### src/rtl/serial_arith_pkg.sv
// Shared types and constants for the bit-serial add/subtract datapath.
package serial_arith_pkg;

  typedef enum logic [1:0] {ST_IDLE, ST_RUN, ST_DONE} serial_state_t;

  localparam logic OP_ADD = 1'b0;
  localparam logic OP_SUB = 1'b1;

endpackage

### src/rtl/serial_add_sub_if.sv
// Operand/result bus of serial_add_sub; the ovf_o wire exists only with SERIAL_SUB_OVF_EN.
// Handshake: operands transfer on a rising edge where start_i=1 and ready_o=1; the result
// transfers on a rising edge where valid_o=1 and ack_i=1. Neither side may retract early.
interface serial_add_sub_if #(
  parameter int WIDTH = 32
);
  logic             start_i;
  logic             ready_o;
  logic             sub_i;
  logic [WIDTH-1:0] a_i;
  logic [WIDTH-1:0] b_i;
  logic [WIDTH-1:0] result_o;
  logic             carry_o;
  logic             valid_o;
  logic             ack_i;
`ifdef SERIAL_SUB_OVF_EN
  logic             ovf_o;

  modport slave  (input  start_i, sub_i, a_i, b_i, ack_i,
                  output ready_o, result_o, carry_o, valid_o, ovf_o);
  modport master (output start_i, sub_i, a_i, b_i, ack_i,
                  input  ready_o, result_o, carry_o, valid_o, ovf_o);
`else
  modport slave  (input  start_i, sub_i, a_i, b_i, ack_i,
                  output ready_o, result_o, carry_o, valid_o);
  modport master (output start_i, sub_i, a_i, b_i, ack_i,
                  input  ready_o, result_o, carry_o, valid_o);
`endif
endinterface

### src/rtl/serial_fa_cell.sv
// One full-adder cell with its carry flop; o_carry (carry currently fed into the cell)
// is exported only when SERIAL_SUB_OVF_EN is defined.
module serial_fa_cell (
  input  logic clk_i,
  input  logic rst_n_i,
  input  logic i_a,
  input  logic i_b,
  input  logic i_load,
  input  logic i_seed,
  input  logic i_en,
  output logic o_sum,
  output logic o_cout
`ifdef SERIAL_SUB_OVF_EN
  ,
  output logic o_carry
`endif
);

  logic r_carry;

  assign o_sum  = i_a ^ i_b ^ r_carry;
  assign o_cout = (i_a & i_b) | (i_a & r_carry) | (i_b & r_carry);

`ifdef SERIAL_SUB_OVF_EN
  assign o_carry = r_carry;
`endif

  // Load wins over enable so a new operation always starts from its seed.
  always_ff @(posedge clk_i or negedge rst_n_i) begin
    if (!rst_n_i) begin
      r_carry <= 1'b0;
    end else if (i_load) begin
      r_carry <= i_seed;
    end else if (i_en) begin
      r_carry <= o_cout;
    end
  end

endmodule

### src/rtl/serial_add_sub.sv
// Bit-serial WIDTH-bit adder/subtractor, LSB first, one bit per clock.
// Define SERIAL_SUB_OVF_EN to build the signed-overflow output ovf_o.
module serial_add_sub
  import serial_arith_pkg::*;
#(
  parameter  int WIDTH = 32,
  localparam int CNT_W = $clog2(WIDTH + 1)
) (
  input  logic          clk_i,
  input  logic          rst_n_i,
  serial_add_sub_if.slave bus,
  output serial_state_t dbg_state_o
);

  serial_state_t    r_state;
  serial_state_t    w_next_state;
  logic             w_ready;
  logic             w_valid;
  logic             w_load;
  logic             w_en;
  logic             w_last;
  logic             w_sum;
  logic             w_cout;
  logic [WIDTH-1:0] r_sa;
  logic [WIDTH-1:0] r_sb;
  logic [WIDTH-1:0] r_sh;
  logic [WIDTH-1:0] r_result;
  logic             r_carry_o;
  logic [CNT_W-1:0] r_cnt;
  logic [WIDTH:0]   w_shift_cat;
  logic [WIDTH-1:0] w_sh_next;

  assign w_last      = (r_cnt == CNT_W'(WIDTH - 1));
  // Slicing the concatenation keeps the WIDTH=1 case free of an empty range.
  assign w_shift_cat = {w_sum, r_sh};
  assign w_sh_next   = w_shift_cat[WIDTH:1];

  always_ff @(posedge clk_i or negedge rst_n_i) begin
    if (!rst_n_i) begin
      r_state <= ST_IDLE;
    end else begin
      r_state <= w_next_state;
    end
  end

  always_comb begin
    w_next_state = r_state;
    case (r_state)
      ST_IDLE: if (bus.start_i) w_next_state = ST_RUN;
      ST_RUN:  if (w_last)      w_next_state = ST_DONE;
      ST_DONE: if (bus.ack_i)   w_next_state = ST_IDLE;
      default:                  w_next_state = ST_IDLE;
    endcase
  end

  always_comb begin
    w_ready = 1'b0;
    w_valid = 1'b0;
    w_load  = 1'b0;
    w_en    = 1'b0;
    case (r_state)
      ST_IDLE: begin
        w_ready = 1'b1;
        w_load  = bus.start_i;
      end
      ST_RUN:  w_en    = 1'b1;
      ST_DONE: w_valid = 1'b1;
      default: ;
    endcase
  end

`ifdef SERIAL_SUB_OVF_EN
  logic w_cin;
  logic r_ovf;

  serial_fa_cell u_fa (
    .clk_i   (clk_i),
    .rst_n_i (rst_n_i),
    .i_a     (r_sa[0]),
    .i_b     (r_sb[0]),
    .i_load  (w_load),
    .i_seed  (bus.sub_i == OP_SUB),
    .i_en    (w_en),
    .o_sum   (w_sum),
    .o_cout  (w_cout),
    .o_carry (w_cin)
  );

  always_ff @(posedge clk_i or negedge rst_n_i) begin
    if (!rst_n_i) begin
      r_ovf <= 1'b0;
    end else if (w_en && w_last) begin
      r_ovf <= w_cin ^ w_cout;
    end
  end

  assign bus.ovf_o = r_ovf;
`else
  serial_fa_cell u_fa (
    .clk_i   (clk_i),
    .rst_n_i (rst_n_i),
    .i_a     (r_sa[0]),
    .i_b     (r_sb[0]),
    .i_load  (w_load),
    .i_seed  (bus.sub_i == OP_SUB),
    .i_en    (w_en),
    .o_sum   (w_sum),
    .o_cout  (w_cout)
  );
`endif

  // Result and carry outputs update only on the last bit so they hold through the next RUN.
  always_ff @(posedge clk_i or negedge rst_n_i) begin
    if (!rst_n_i) begin
      r_sa      <= '0;
      r_sb      <= '0;
      r_sh      <= '0;
      r_result  <= '0;
      r_carry_o <= 1'b0;
      r_cnt     <= '0;
    end else begin
      if (w_load) begin
        r_sa  <= bus.a_i;
        r_sb  <= (bus.sub_i == OP_SUB) ? ~bus.b_i : bus.b_i;
        r_cnt <= '0;
      end else if (w_en) begin
        r_sa  <= r_sa >> 1;
        r_sb  <= r_sb >> 1;
        r_sh  <= w_sh_next;
        r_cnt <= r_cnt + CNT_W'(1);
      end
      if (w_en && w_last) begin
        r_result  <= w_sh_next;
        r_carry_o <= w_cout;
      end
    end
  end

  assign bus.ready_o  = w_ready;
  assign bus.valid_o  = w_valid;
  assign bus.result_o = r_result;
  assign bus.carry_o  = r_carry_o;
  assign dbg_state_o  = r_state;

endmodule

### src/flat_wrapper.sv
// flat-port wrapper written by rule: the top's interface ports become plain ports
module serial_add_sub_flat import serial_arith_pkg::*;
#(
  parameter  int WIDTH = 32,
  localparam int CNT_W = $clog2(WIDTH + 1)
)
  (clk_i, rst_n_i, dbg_state_o, bus_start_i, bus_sub_i, bus_a_i, bus_b_i, bus_ack_i, bus_ready_o, bus_result_o, bus_carry_o, bus_valid_o);
  serial_add_sub_if #(.WIDTH(WIDTH)) bus_i ();
  input  logic clk_i;
  input  logic rst_n_i;
  output serial_state_t dbg_state_o;
  input wire logic [$bits(bus_i.start_i)-1:0] bus_start_i;
  input wire logic [$bits(bus_i.sub_i)-1:0] bus_sub_i;
  input wire logic [$bits(bus_i.a_i)-1:0] bus_a_i;
  input wire logic [$bits(bus_i.b_i)-1:0] bus_b_i;
  input wire logic [$bits(bus_i.ack_i)-1:0] bus_ack_i;
  output wire logic [$bits(bus_i.ready_o)-1:0] bus_ready_o;
  output wire logic [$bits(bus_i.result_o)-1:0] bus_result_o;
  output wire logic [$bits(bus_i.carry_o)-1:0] bus_carry_o;
  output wire logic [$bits(bus_i.valid_o)-1:0] bus_valid_o;
  assign bus_i.start_i = bus_start_i;
  assign bus_i.sub_i = bus_sub_i;
  assign bus_i.a_i = bus_a_i;
  assign bus_i.b_i = bus_b_i;
  assign bus_i.ack_i = bus_ack_i;
  assign bus_ready_o = bus_i.ready_o;
  assign bus_result_o = bus_i.result_o;
  assign bus_carry_o = bus_i.carry_o;
  assign bus_valid_o = bus_i.valid_o;
  serial_add_sub #(.WIDTH(WIDTH)) u_core (.clk_i(clk_i), .rst_n_i(rst_n_i), .bus(bus_i), .dbg_state_o(dbg_state_o));
endmodule
### config.mk
export PLATFORM = sky130hd
export DESIGN_NAME = serial_add_sub_flat
export DESIGN_NICKNAME = d
export VERILOG_FILES = /design/src/rtl/serial_arith_pkg.sv /design/src/rtl/serial_add_sub_if.sv /design/src/rtl/serial_fa_cell.sv /design/src/rtl/serial_add_sub.sv /design/src/flat_wrapper.sv
export SDC_FILE = /design/constraint.sdc
export NUM_CORES = 1
export LEC_CHECK = 0
export ABC_AREA = 1
export ABC_CLOCK_PERIOD_IN_PS = 2200
export BUFFER_PORTS_ARGS = -buffer_cell sky130_fd_sc_hd__buf_2
export CAP_MARGIN = 20
export CORE_ASPECT_RATIO = 0.6
export CORE_UTILIZATION = 60
export DETAILED_ROUTE_END_ITERATION = 8
export GPL_ROUTABILITY_DRIVEN = 0
export GPL_TIMING_DRIVEN = 0
export PLACE_DENSITY = 0.93
export SLEW_MARGIN = 5
export SYNTH_ARGS = -nofsm -noshare
export SYNTH_HDL_FRONTEND = slang
export SYNTH_SLANG_ARGS = --single-unit
### constraint.sdc
create_clock -name clk_i -period 2.2 [get_ports clk_i]
set_input_delay 0.11 -clock clk_i [delete_from_list [all_inputs] [get_ports clk_i]]
set_output_delay 0.11 -clock clk_i [all_outputs]
set_load 0.05 [all_outputs]
Word level (Yosys, flattened, before mapping)
Cells that the tools add are included.
{"block": "classes", "n_addsub": 1, "n_eq_ne": 6, "n_mux": 17, "n_bitwise": 9, "n_reduce_logical": 5}
{"operator": "2-to-1 mux 32 bit", "n": 5}
{"operator": "NOT 32 bit", "n": 1}
{"operator": "2-to-1 mux 6 bit", "n": 2}
{"operator": "adder 6 x 1 -> 6 bit (second input constant)", "n": 1}
{"operator": "equality test 6 x 5 -> 1 bit (second input constant)", "n": 1}
{"operator": "2-to-1 mux 1 bit", "n": 6}
{"operator": "2-to-1 mux 2 bit", "n": 3}
{"operator": "one-hot mux 2 bit (3 select lines)", "n": 1}
{"operator": "inequality test 2 bit (second input constant)", "n": 2}
{"operator": "bitwise AND 1 bit", "n": 3}
{"operator": "AND reduction 3 bit", "n": 1}
{"operator": "equality test 2 x 1 -> 1 bit (second input constant)", "n": 1}
{"operator": "equality test 2 bit (second input constant)", "n": 1}
{"operator": "logical NOT 2 bit", "n": 1}
{"operator": "inequality test 2 x 1 -> 1 bit (second input constant)", "n": 1}
{"operator": "OR 1 bit", "n": 2}
{"operator": "AND reduction 2 bit", "n": 1}
{"operator": "nonzero test 2 bit", "n": 1}
{"operator": "bitwise XOR 1 bit", "n": 2}
{"operator": "logical AND 1 bit", "n": 1}
{"operator": "NOT 1 bit", "n": 1}
{"block": "totals", "ff_bits": 138, "out_inout_bits": 37}

Longest topological paths before layout
{"block": "logic_depth", "depth_word": 5, "mapped_depth": 8}

Hierarchy
Synthesis repeated with hierarchy kept, for this count alone.
{"block": "unflattened", "cells_unflattened": 869, "area_unflattened_um2": 6501.2}
{"mod": "serial_add_sub", "n_inst": 1, "cells_per_inst": 858, "area_each_um2": 6421.2, "seq_area_each_um2": 3403.3}
{"mod": "serial_fa_cell", "n_inst": 1, "cells_per_inst": 11, "area_each_um2": 80.1, "seq_area_each_um2": 25.0}

Least setup slack after synthesis
Ideal clock, no wire load.
{"block": "synth_timing", "path_kind": "register -> register", "startpoint": "register u_core.r_state[0] (netlist: u_core.dbg_state_o[0])", "endpoint": "register u_core.r_cnt[2]", "setup_ns": 0.123, "arrival_ns": 2.055, "required_time_ns": 2.077, "slack_ns": 0.022, "stages_incl_launch_ff": 7, "period_less_slack_ns": 2.178, "path_cell_list": "dfrtp_1 > nor2_1 > nand2_1 > buf_4 > buf_2 > nand3_1 > o21ai_1"}
{"block": "synth_between", "elab_chain_cells": 3}
{"element": "start, declared", "line_no": "serial_add_sub.sv:15", "rtl": "serial_state_t r_state;"}
{"element": "start signal, assigned", "line_no": "serial_add_sub.sv:42", "rtl": "r_state <= w_next_state;"}
{"element": "equality test 2 x 1 -> 1 bit / logical NOT 2 bit (equally long branches)", "line_no": "serial_add_sub.sv:61", "rtl": "case (r_state)"}
{"element": "2-to-1 mux 1 bit", "line_no": "serial_add_sub.sv:61"}
{"element": "nonzero test 2 bit (no line) / 2-to-1 mux 6 bit (equally long branches)"}
{"element": "end signal, assigned", "line_no": "serial_add_sub.sv:130", "rtl": "r_cnt <= r_cnt + CNT_W'(1);"}
{"element": "end, declared", "line_no": "serial_add_sub.sv:29", "rtl": "logic [CNT_W-1:0] r_cnt;"}
Several ways; a longest one is shown, not always the timed one.
A chain may end at the register's enable or synchronous reset.

Final worst setup path
{"block": "layout_timing", "startpoint": "register u_core.r_state[0] (netlist: u_core.dbg_state_o[0])", "endpoint": "register u_core.r_sb[21]"}
{"block": "layout_between", "elab_chain_cells": 3}
{"element": "equality test 2 x 1 -> 1 bit / logical NOT 2 bit (equally long branches)", "line_no": "serial_add_sub.sv:61"}
{"element": "2-to-1 mux 1 bit", "line_no": "serial_add_sub.sv:61"}
{"element": "nonzero test 2 bit (no line) / 2-to-1 mux 32 bit (equally long branches)"}
{"element": "end signal, assigned", "line_no": "serial_add_sub.sv:124", "rtl": "r_sb <= (bus.sub_i == OP_SUB) ? ~bus.b_i : bus.b_i;"}
{"element": "end signal, assigned", "line_no": "serial_add_sub.sv:128", "rtl": "r_sb <= r_sb >> 1;"}
{"element": "end, declared", "line_no": "serial_add_sub.sv:25", "rtl": "logic [WIDTH-1:0] r_sb;"}
Several ways; a longest one is shown, not always the timed one.

==> flow_metrics.py <==
metrics = {
    "setup_path": {
        "path_cells": "nor2_1 > nand2_1 > inv_2 > buf_2 > nand2_1 > nand2_1 > nand2_1",
        "crit_path_start": "u_core.dbg_state_o[0]$_DFFE_PN0P_",
        "cpMostUsedCell": "nand2_1",
        "worstPathRequired_ns": 2.51,
        "crit_path_start_kind": "register",
        "crit_path_max_fanout": 10,
        "crit_arrival_ns": 1.95,
        "timing.rr.start": "u_core.dbg_state_o[0]$_DFFE_PN0P_",
        "worst_path_max_delay_cell": "dfrtp_1",
        "criticalPathCategory": "reg -> reg",
        "slowest_delay_ns": 0.47,
        "end_kind": "register",
    },
    "die": {
        "dieArea_um2": 10700,
        "row_count": 28,
        "initial_core_util": 0.623,
        "die_w_um": 133,
        "pin_count": 106,
        "die_h_um": 80.6,
        "fp.coreArea_um2": 9910,
    },
    "global_routing": {
        "grt_pass1_vias": 5505,
        "grt_overflow": 0,
        "grt_max_degree": 71,
        "track_usage": 0.331,
        "antenna_found_initial": 1,
        "grt_pass1_wl_um": 26700,
    },
    "power": {
        "power.total_mw": 10.7,
        "power.leakage_nw": 4.25,
        "power.density_nw_per_um2": 1370,
        "ir_drop_mv": 0.825,
    },
    "clock_tree": {
        "clock-root-buffer": "clkbuf_16",
        "worstSkewPairLatency_ns": 0.42,
        "h-tree-depth": 4,
        "numCtsBuffers": 17,
        "path_clk_slew_ns": 0.06,
        "post_cts.repair.setup_buffers": 0,
        "cts-hold-fix-buffers": 37,
        "cts_resized": 0,
        "cts_tree": "yes",
        "clockBufferDepth": 2,
        "cts.sinks": 137,
    },
    "route": {
        "final_antenna_net_count": 0,
        "vias": 5699,
        "drc": 0,
        "drt_pre_antenna_iters": 5,
        "routed_wl_um": 16400,
        "viasPerCell": 5.34,
        "drt_iter0_drc": 436,
        "wire_per_inst_um": 15.3,
    },
    "logic_synthesis": {
        "yosysSeqAreaShare": 0.555,
        "syn_area_per_cell_um2": 8.12,
        "synth_top_area_cell": "dfrtp_1",
        "netlist_area_um2": 6170,
        "syn_inst": 760,
        "syn_nets": 831,
        "ys_top_cells_by_area": "dfrtp_1 (56%), nand2_1 (24%), nand3_1 (5.7%)",
        "synth_cell_types": 18,
        "yosys_warnings": 0,
        "yosysTopAreaCellShare": 0.555,
        "synth_seq_cells": 137,
    },
    "layout": {
        "drive_above_1_share": 0.190,
        "diodes": 0,
        "fillers": 637,
        "synthToLayoutAreaGrowth_pct": 27.3,
        "fin_nets": 992,
        "final_core_util": 0.793,
    },
    "timing": {
        "slew_viol_final": 0,
        "fin_crit_ns": 1.64,
        "skew_ns": 0.00668,
        "hold_violations": 0,
        "setup_tns_ns": 0,
        "tightest_slew_ns": 0.641,
        "finalSetupViolCount": 0,
        "finalCritPeriodShare": 0.745,
        "max_freq_mhz": 610,
        "rsz0062_at_grt": "no",
        "setup_ws_ns": 0.560,
        "slew_headroom": 0.573,
    },
    "worst_hold_path": {
        "hp-class": "in -> reg",
        "hold_start": "bus_b_i[6]",
    },
    "place": {
        "port_buffers": 104,
        "post-dp-hpwl_um": 9860,
        "dp_slack_ns": 0.579,
    },
    "run_status": {
        "status": "finished, final reports clean",
    },
    "flow_run": {
        "cap_viol_max_count": 0,
    },
}
==> metrics by stage <==
stage          area [um2]  cells  hold WS (ns)
2_1_floorplan        6170    760        -0.186
3_3_place_gp         6860    999         0.301
3_5_place_dp         6900   1000         0.140
4_1_cts              7860   1068       0.00322
5_1_grt              7860   1068        0.0243
6_report             7860   1068       0.00518
==> critical path, delay by kind of cell (launching register included) <==
kind / cells / cell delay [ns]
and+or+nand+nor: 5 / 0.56
buffers and inverters: 2 / 0.50
DFF: 1 / 0.47
==> synthesized netlist by cell type <==
master and number:
buf_4 6, fa_1 1, ha_1 1, clkbuf_1 7, nand2_2 1, nor2_1 5, buf_2 31, inv_1 25
o211ai_1 1, o21ai_0 33, nand3_1 70, inv_2 2, nand2_1 402, dfrtp_1 137, nor2_4 2, xnor2_1 32
o21ai_1 3, o21ai_2 1
==> flip-flops by register name, indices dropped and copies added, names as in the netlist <==
name	flops
u_core.r_cnt	6
u_core.u_fa.r_carry	1
u_core.r_sb	32
u_core.bus.result_o	32
u_core.r_sh	31
u_core.bus.carry_o	1
u_core.dbg_state_o	2
u_core.r_sa	32
==> cells in the final DEF, fill, tap and decap left out, drive strengths merged <==
cell type / instances
nand2: 403
buf: 142
dfrtp: 137
nand3: 70
dlygate4sd3: 37
o21ai: 37
xnor2: 32
clkbuf: 31
inv: 27
nor2: 7
clkinv: 3
bufinv: 2
clkinvlp: 2
o211ai: 1
fa: 1
ha: 1
==> report_power, final <==
part           switching, mW  internal [mW]
registers              0.636           3.52
logic                   2.56           1.18
clock network           1.04           1.81
total                   4.24           6.50
==> worst paths after layout <==
kind	endpoint	slack [ns]	cells after the start
worst min register to register	u_core.bus.result_o[14]$_DFFE_PN0P_	0.46	2
min in group asynchronous	u_core.bus.result_o[20]$_DFFE_PN0P_	0.25	2
worst min-delay path	u_core.r_sb[6]$_DFFE_PN0P_	0.005	5
max in group asynchronous	u_core.r_sh[5]$_DFFE_PN0P_	1.20	3
worst max-delay path	u_core.r_sb[21]$_DFFE_PN0P_	0.56	7
worst max register to register	u_core.r_sb[21]$_DFFE_PN0P_	0.56	7
==> cell type report <==
class                   count  area (um2)  share of cell area
multi-input cells         552        2420               0.307
flip-flops and latches    137        3430               0.436
repair buffers            142         925               0.118
clock buffers              24         502              0.0639
clock inverters             7        90.1              0.0115
plain buffers              44         226              0.0288
well taps                 135         169              0.0215
inverters                  27         101              0.0129
==> per-layer routing <==
metal	track usage	part of all wire	vias up
met1	0.439	0.42	2689
met5	0	0.00061	-
met2	0.525	0.46	292
li1	-	-	2667
met4	0.131	0.025	2
met3	0.0871	0.089	49
==> logic make-up after synthesis <==
| family | after synthesis | synth area share |
|---|---|---|
| adders and majority gates | 2 | 0.00527 |
| DFF | 137 | 0.555 |
| buffers and inverters | 71 | 0.0531 |
| and+or+nand+nor | 480 | 0.309 |
| xor gates and xnor gates | 32 | 0.0454 |
| AOI/OAI and AO/OA | 38 | 0.0318 |
Note: power is estimated with default switching activity, not from simulation.
